`config.mk`:
```
export PLATFORM = sky130hd
export DESIGN_NAME = countdown_sequencer
export DESIGN_NICKNAME = d
export VERILOG_FILES = /design/src/rtl/countdown_sequencer.sv
export SDC_FILE = /design/constraint.sdc
export NUM_CORES = 1
export LEC_CHECK = 0
export CAP_MARGIN = 20
export CORE_UTILIZATION = 44
export DETAILED_ROUTE_END_ITERATION = 12
export PLACE_DENSITY = 0.78
export SLEW_MARGIN = 40
export SYNTH_ARGS = -nofsm -noshare
export SYNTH_HDL_FRONTEND = slang
export SYNTH_SLANG_ARGS = --single-unit
```
`constraint.sdc`:
```
create_clock -name i_clock -period 2.1 [get_ports i_clock]
set_clock_uncertainty 0.2 [all_clocks]
set_input_delay 0.525 -clock i_clock [delete_from_list [all_inputs] [get_ports i_clock]]
set_output_delay 0.525 -clock i_clock [all_outputs]
set_load 0.05 [all_outputs]
```
`src/rtl/countdown_sequencer.sv`:
```
// countdown_sequencer: sequences load / clear / enable of the external
// BCD down-counter chain (min ones, sec tens, sec ones) for a countdown timer.
// Collects three keypad digits, loads them, gates the 1 Hz tick into the
// chain enable and signals expiry when the chain reaches 0:00.
// Optional feature: define COUNTDOWN_DOOR_INTERLOCK_EN to add the i_door_open
// input, which forces PAUSE while running and blocks start while the door is open.
module countdown_sequencer #(
    parameter int DONE_CYCLES = 8
) (
    input  logic        i_clock,
    input  logic        i_clearn,
    input  logic        i_tick,
    input  logic        i_key_valid,
    input  logic [3:0]  i_key_code,
    input  logic        i_start,
    input  logic        i_stop,
    input  logic        i_zero_in,
`ifdef COUNTDOWN_DOOR_INTERLOCK_EN
    input  logic        i_door_open,
`endif
    output logic [11:0] o_data,
    output logic        o_loadn,
    output logic        o_cnt_clearn,
    output logic        o_en,
    output logic        o_running,
    output logic        o_done,
    output logic        o_error
);

    localparam int CW = (DONE_CYCLES > 1) ? $clog2(DONE_CYCLES) : 1;

    typedef enum logic [2:0] {
        S_IDLE,
        S_ENTRY,
        S_LOAD,
        S_RUN,
        S_PAUSE,
        S_DONE
    } state_t;

    state_t          r_state;
    state_t          w_next;
    logic [11:0]     r_data;
    logic [11:0]     w_data;
    logic [CW-1:0]   r_cnt;
    logic [CW-1:0]   w_cnt;
    logic            r_loadn;
    logic            r_clrn;
    logic            w_clrn;
    logic            r_running;
    logic            r_done;
    logic            r_error;
    logic            w_error;
    logic            w_key_ok;
    logic            w_door;

`ifdef COUNTDOWN_DOOR_INTERLOCK_EN
    assign w_door = i_door_open;
`else
    assign w_door = 1'b0;
`endif

    // Only decimal digits count as keypresses; codes 10-15 are dropped everywhere.
    assign w_key_ok = i_key_valid & (i_key_code <= 4'd9);

    // Next-state, next-data, expiry counter and one-cycle strobe decode.
    always_comb begin
        w_next  = r_state;
        w_data  = r_data;
        w_cnt   = r_cnt;
        w_clrn  = 1'b1;
        w_error = 1'b0;
        case (r_state)
            S_IDLE: begin
                if (!i_stop && w_key_ok) begin
                    w_data = {r_data[7:0], i_key_code};
                    w_next = S_ENTRY;
                end
            end
            S_ENTRY: begin
                if (i_stop) begin
                    w_data = 12'h000;
                    w_next = S_IDLE;
                end else if (i_start && !w_door) begin
                    // Reject an empty entry or a seconds-tens digit the mod-6 counter cannot hold.
                    if ((r_data == 12'h000) || (r_data[7:4] > 4'd5)) begin
                        w_error = 1'b1;
                    end else begin
                        w_next = S_LOAD;
                    end
                end else if (w_key_ok) begin
                    w_data = {r_data[7:0], i_key_code};
                end
            end
            S_LOAD: begin
                w_next = S_RUN;
            end
            S_RUN: begin
                if (i_zero_in) begin
                    w_next = S_DONE;
                    w_cnt  = CW'(DONE_CYCLES - 1);
                end else if (i_stop || w_door) begin
                    w_next = S_PAUSE;
                end
            end
            S_PAUSE: begin
                if (i_stop) begin
                    w_clrn = 1'b0;
                    w_data = 12'h000;
                    w_next = S_IDLE;
                end else if (i_start && !w_door) begin
                    w_next = S_RUN;
                end
            end
            S_DONE: begin
                if (i_stop || w_key_ok || (r_cnt == '0)) begin
                    w_data = 12'h000;
                    w_next = S_IDLE;
                end else begin
                    w_cnt = r_cnt - 1'b1;
                end
            end
            default: begin
                w_data = 12'h000;
                w_next = S_IDLE;
            end
        endcase
    end

    // State and registered outputs; clearn drops everything to idle at once.
    always_ff @(posedge i_clock or negedge i_clearn) begin
        if (!i_clearn) begin
            r_state   <= S_IDLE;
            r_data    <= 12'h000;
            r_cnt     <= '0;
            r_loadn   <= 1'b1;
            r_clrn    <= 1'b1;
            r_running <= 1'b0;
            r_done    <= 1'b0;
            r_error   <= 1'b0;
        end else begin
            r_state   <= w_next;
            r_data    <= w_data;
            r_cnt     <= w_cnt;
            r_loadn   <= (w_next != S_LOAD);
            r_clrn    <= w_clrn;
            // After LOAD, running rises one cycle late so the counters have settled on the new value.
            r_running <= (w_next == S_RUN) && (r_state != S_LOAD);
            r_done    <= (w_next == S_DONE);
            r_error   <= w_error;
        end
    end

    // Tick is gated combinationally; masking on zero_in keeps the chain from wrapping below 0:00.
    assign o_en         = i_tick & ~i_zero_in & (r_state == S_RUN);
    assign o_data       = r_data;
    assign o_loadn      = r_loadn;
    assign o_cnt_clearn = r_clrn;
    assign o_running    = r_running;
    assign o_done       = r_done;
    assign o_error      = r_error;

endmodule

```
==> results of run 1 <==
==> stage by stage <==
stage	TNS, ns	worst slack (ns)	cell area [um^2]	hold slack, ns	total power, W
after floorplan	-0.00483	-0.00483	1310	0.0294	0.00186
after global placement	-7.21	-0.446	1730	0.321	0.00222
after detailed placement	-8.09	-0.523	1730	0.338	0.00226
after CTS	-0.0187	-0.0187	1790	0.345	0.00252
after global routing	-0.466	-0.0832	1910	0.369	0.00283
final	0	0.0299	1910	0.339	0.00268
==> layout make-up <==
cell class                      count  area (um^2)  area share (%)
Clock buffer                        3         22.5            1.18
Multi-Input combinational cell     82          691            36.2
Tap cell                           31         38.8            2.03
Clock inverter                      1         5.00           0.262
Sequential cell                    23          583            30.6
Timing Repair Buffer               58          499            26.2
Inverter                           18         67.6            3.54
==> sequential cells by signal (all words and copies together), names as in the netlist <==
register      flops
o_error           1
o_running         1
o_done            1
o_data           12
o_cnt_clearn      1
r_state           3
r_cnt             3
o_loadn           1
==> layer usage <==
metal	track usage, %	part of all wire [%]
met5	0	0
met4	11.8	2.2
met3	4.15	4.6
met2	36.7	49
met1	25.7	44
==> power groups by stage <==
| stage | sequential [W] | combinational [W] | clock [W] |
|---|---|---|---|
| floorplan | 0.00111 | 0.000743 | 0 |
| global placement | 0.000777 | 0.00145 | 0 |
| detailed placement | 0.000789 | 0.00147 | 0 |
| CTS | 0.000785 | 0.00152 | 0.000215 |
| global route | 0.000781 | 0.00182 | 0.000233 |
| finish | 0.000757 | 0.00171 | 0.000213 |
==> placed cells by master, fill, tap and decap left out, types with 2 or more instances in the layout <==
master           count
buf_4               44
inv_1               17
dfrtp_1             17
nand2_1             16
mux2i_1             12
clkdlybuf4s50_1      8
a21oi_1              7
nor2_1               4
or4_1                4
dfrtp_2              4
nor3_2               3
clkbuf_4             3
buf_12               3
a21oi_2              2
nor4_4               2
a211oi_2             2
nor3_1               2
o2111ai_1            2
o31ai_1              2
dlygate4sd2_1        2
dfstp_2              2
==> worst max-delay path: cells and delay by family <==
family,cells,cell delay [ns]
simple gates,2,0.38
buf+inv,3,0.44
==> repair_timing <==
action | CTS | global route
hold buffers | 0 | 0
gates cloned | 0 | 1
setup endpoints to repair | 18 | 17
setup buffers | 0 | 9
resized for setup | 12 | 8
pin swaps | 2 | 7
==> worst min path at each step <==
stage | slack (ns) | endpoint | cells after the start | from
floorplan | 0.03 | o_data[0] | 0 | i_clearn
global placement | 0.32 | o_data[11] | 2 | o_data[11]
detailed placement | 0.34 | o_data[9] | 2 | o_data[9]
CTS | 0.34 | o_running | 2 | i_clearn
global route | 0.37 | o_running | 2 | i_clearn
finish | 0.34 | o_running | 2 | i_clearn
==> kinds of logic (layout without fill, tap and decap cells) <==
logic type / Yosys count / after routing / synth area share, %
AND/OR/NAND/NOR: 43 / 43 / 21.3
AO/OA/AOI/OAI: 24 / 25 / 14.3
buffers and inverters: 24 / 80 / 8.60
flip-flops: 23 / 23 / 44.6
multiplexers: 12 / 12 / 9.28
adder cells (fa/ha/maj): 2 / 2 / 1.93
==> qor.yml, run 1 <==
route:
  drc_errors: 0
  avgRoutedWirePerCell_um: 15.5
  ant_nets: 0
  vias: 1220
  drtIter0Drc: 45
  totalWireLength_um: 3340
  drt-pass1-iter-count: 4
  vias_per_cell: 5.65
synthesis:
  synth_cell_types: 43
  yosysWarnings: 0
  synth_most_common_cell: "dfrtp_1"
  netlist_instances: 128
  synth_edf_count: 0
  synth_ff_type: "dfrtp_1"
  avgSynthCellArea_um2: 10.1
  ys_seq_area_share_pct: 44.6
  yosys.area.top_type: "dfrtp_1"
  synthesis.nets: 141
  synth_top_cell_area_share_pct: 40.6
  async_flop_share_pct: 100
  yosys-top-cells-count: "dfrtp_1, inv_1, nand2_1"
  synth.area.top_cells: "dfrtp_1, mux2i_1, inv_1, nand2_1, dfstp_2"
  ys_seq_elements: 23
  netlist_area_um2: 1290
floorplanning:
  start_util_pct: 46.6
  std_cell_rows: 19
  pin_count: 29
  die-area_um2: 3160
  core_um2: 2780
  die_x_um: 56.3
  die_y_um: 56.3
global_route:
  grt_pass1_vias: 1184
  antenna_found_initial: 0
  grt_max_degree: 24
  overflow: 0
  grt_use_total_pct: 21.6
  grt_pass1_wl_um: 5240
setup_path:
  cp_slowest_cell: "dlygate4sd2_1"
  timing.rr.end: "o_done"
  max_stage_delay_ns: 0.25
  worstSetupPathType: "in -> out"
  worstSetupEndpointType: "output port"
  endpoint: "o_en"
  worstPathArrival_ns: 1.35
  start_kind: "input pin"
  critPathRequiredTime_ns: 1.37
  path_cells: "dlygate4sd2_1 -> inv_1 -> and4_1 -> and2_4 -> buf_12"
  startpoint: "i_zero_in"
  rr_worst_depth: 9
  r2r-start: "r_cnt[1]"
  ff2ff_setup_slack_ns: 0.03
  critical_path_peak_fanout: 2
timing:
  max_slew_margin_pct: 73.2
  period_needed_ns: 2.07
  fmax_mhz: 483
  rsz0062_at_grt: "yes"
  finalSetupViolCount: 0
  hold_violations: 0
  fin_crit_sh_pct: 98.6
  worstMarginPinSlew_ns: 0.397
  final-max-slew-violation-count: 0
clocking:
  cts_made_buffers: 3
  tritoncts: "yes"
  cts_root_buf: "clkbuf_4"
  clk_pin_slew_ns: 0.13
  clkLatencyLatePin_ns: 0.31
  clock_path_buffers: 2
  cts_max_level: 1
  numClockSinks: 23
pwr:
  clockPowerShare_pct: 7.9
  intPower_w: 0.00137
  sw_frac_of_total_pct: 48.8
  peakVddDrop_v: 0.00141
  p_seq_share_pct: 28.2
  cellPowerDensity_nw_per_um2: 1410
  power.switching_w: 0.00131
  cellLeakagePower_nw: 0.904
  combinationalPowerShare_pct: 63.9
place:
  hpwlAfterDp_um: 2210
  place_congestion: 0.819
  port_buffers: 28
  dp_cells: 202
final_layout:
  n_fill_cell: 213
  final_net_count: 199
  drive_above_1_share_pct: 43.2
  antenna_cells: 0
  fin_cells: 216
  syn2layout_area_growth_pct: 47.2
  fin_util_pct: 68.6
job:
  cap_violations: 0
outcome:
  status: "finished clean"
min_path:
  min_path_type: "in -> async"
Power figures use the tool's default switching activity.
==> run 2: changes to the inputs <==
Settings changed: MAX_ROUTING_LAYER set to met4.
==> run 2 against run 1 <==
- core utilization did not move
- first-iteration DRC count is the same
- hold slack worse by 0.00098 ns
- largest power group unchanged
==> qor.yml, run 2 (synthesis results as in run 1) <==
final_layout:
  final_net_count: 199  # unchanged
  layout_commonest_cell: "buf_4"  # unchanged
  largest_reg_flops: 12  # unchanged
  fin_area_um2: 1910  # unchanged
  antenna_cells: 0  # unchanged
  drive_above_1_share_pct: 43.2  # unchanged
  final_cell_mix: "buf_4, inv_1, dfrtp_1"  # unchanged
  syn2layout_area_growth_pct: 47.2  # unchanged
clocking:
  clk_pin_slew_ns: 0.13  # about the same
  tritoncts: "yes"  # unchanged
  clkLatencyLatePin_ns: 0.31  # about the same
  cts_made_buffers: 3  # unchanged
  clock_path_buffers: 2  # unchanged
  cts_hold_buf: 0  # unchanged
  numClockSinks: 23  # unchanged
  cts_root_buf: "clkbuf_4"  # unchanged
  cts_max_level: 1  # unchanged
global_route:
  antenna_found_initial: 0  # unchanged
  grt_max_degree: 24  # unchanged
  met3_usage_pct: 4.15  # unchanged
  grt_pass1_wl_um: 5220  # was 5240 um
  grt.met2_usage_pct: 36.7  # unchanged
  met1_usage_pct: 25.7  # unchanged
  grt_pass1_vias: 1186  # was 1184
  grt_use_total_pct: 22.2  # was 21.6%
  busiest_layer: "met2"  # unchanged
  overflow: 0  # unchanged
pwr:
  p_total_w: 0.00268  # about the same
  cellLeakagePower_nw: 0.904  # unchanged
  cellPowerDensity_nw_per_um2: 1410  # about the same
  peakVddDrop_v: 0.00141  # about the same
route:
  avgRoutedWirePerCell_um: 15.5  # unchanged
  totalWireLength_um: 3340  # unchanged
  drc_errors: 0  # unchanged
  ant_nets: 0  # unchanged
  vias_per_cell: 5.62  # was 5.65
  vias: 1214  # was 1220
  drtIter0Drc: 45  # unchanged
  drt-pass1-iter-count: 4  # unchanged
floorplanning:
  start_util_pct: 46.6  # unchanged
  die-area_um2: 3160  # unchanged
  std_cell_rows: 19  # unchanged
  die_y_um: 56.3  # unchanged
  pin_count: 29  # unchanged
  die_x_um: 56.3  # unchanged
  core_um2: 2780  # unchanged
place:
  dpl_cell_area_um2: 1730  # unchanged
  hpwlAfterDp_um: 2210  # unchanged
  place_congestion: 0.831  # was 0.819
  port_buffers: 28  # unchanged
timing:
  fin_crit_sh_pct: 98.6  # about the same
  worstMarginPinSlew_ns: 0.395  # was 0.397 ns
  max_slew_margin_pct: 73.3  # was 73.2%
  hold_violations: 0  # unchanged
  fmax_mhz: 483  # about the same
  rsz0062_at_grt: "yes"  # unchanged
  period_needed_ns: 2.07  # about the same
  final-max-slew-violation-count: 0  # unchanged
  finalSetupViolCount: 0  # unchanged
job:
  cap_violations: 0  # unchanged
setup_path:
  cpMostUsedCell: "buf_4"
  worstSetupEndpointType: "flop"  # was output port
  path_cells: "inv_1 -> ha_2 -> ha_4 -> nor4b_4 -> buf_4 -> o211a_4 -> buf_4 -> or2_2 -> a21boi_2"  # was dlygate4sd2_1 -> inv_1 -> and4_1 -> and2_4 -> buf_12
  critical_path_peak_fanout: 3  # was 2
  critPathRequiredTime_ns: 2.16  # was 1.37 ns
  worstPathArrival_ns: 2.13  # was 1.35 ns
  start_kind: "flop"  # was input pin
  cp_slowest_cell: "dfrtp_1"  # was dlygate4sd2_1
  r2r-start: "r_cnt[1]"  # unchanged
  max_stage_delay_ns: 0.39  # was 0.25 ns
  worstSetupPathType: "reg -> reg"  # was in -> out
  startpoint: "r_cnt[1]"  # was i_zero_in
outcome:
  status: "finished clean"  # unchanged
min_path:
  min_path_type: "in -> async"  # unchanged
-- run 2: cell counts in the layout (fill, tap and decap cells not counted) --
No cell type changed its count.
-- run 2: final cells by class --
cell class / count / area, um^2
sequential: 23 / 583
clock inverter: 1 / 5.00
timing repair buffer: 58 / 499
fill: 213 / 875
multi-input combinational: 82 / 691
inverter: 18 / 67.6
tap: 31 / 38.8
clock buffer: 3 / 22.5
-- run 2: worst paths after layout --
| check | end | slack [ns] | cells past startpoint |
|---|---|---|---|
| setup / recovery | o_done | 0.03 | 9 |
| hold / removal | o_running | 0.34 | 2 |
| setup reg to reg | o_done | 0.03 | 9 |
| hold reg to reg | o_data[9] | 0.35 | 2 |
| max in group asynchronous | o_loadn | 1.07 | 2 |
| min in group i_clock | o_data[9] | 0.35 | 2 |
-- run 2: timing repair --
action / in CTS / in global routing
gates cloned: 0 / 1
resized for setup: 12 / 8
endpoints found under the setup margin: 18 / 17
setup buffers: 0 / 9
pin swaps: 2 / 7
-- run 2: where the power goes --
part           internal, W  switching [W]
registers         0.000600       0.000157
logic             0.000702        0.00101
clock network    0.0000713       0.000140
-- run 2: stage by stage --
step,utilization [%],TNS (ns),cells,hold WS (ns),setup WS [ns]
2_1_floorplan,-,-0.00483,128,0.0294,-0.00483
3_3_place_gp,62.2,-7.21,202,0.321,-0.446
3_5_place_dp,62.2,-8.09,202,0.338,-0.523
4_1_cts,64.4,-0.0187,206,0.345,-0.0187
5_1_grt,68.6,-0.466,216,0.369,-0.0832
6_report,68.6,0,216,0.338,0.0289
-- run 2: worst max-delay path, delay by kind of cell, from the launching register on --
family,cells,cell delay (ns)
flip-flops,1,0.39
adder cells (fa/ha/maj),2,0.34
AND/OR/NAND/NOR,2,0.40
AO/OA/AOI/OAI,2,0.33
buffers and inverters,3,0.35
-- run 2: layer usage --
metal	up-vias	wire [um]
met1	596	1500
li1	576	-
met2	33	1620
met5	-	0
met3	9	139
met4	0	72
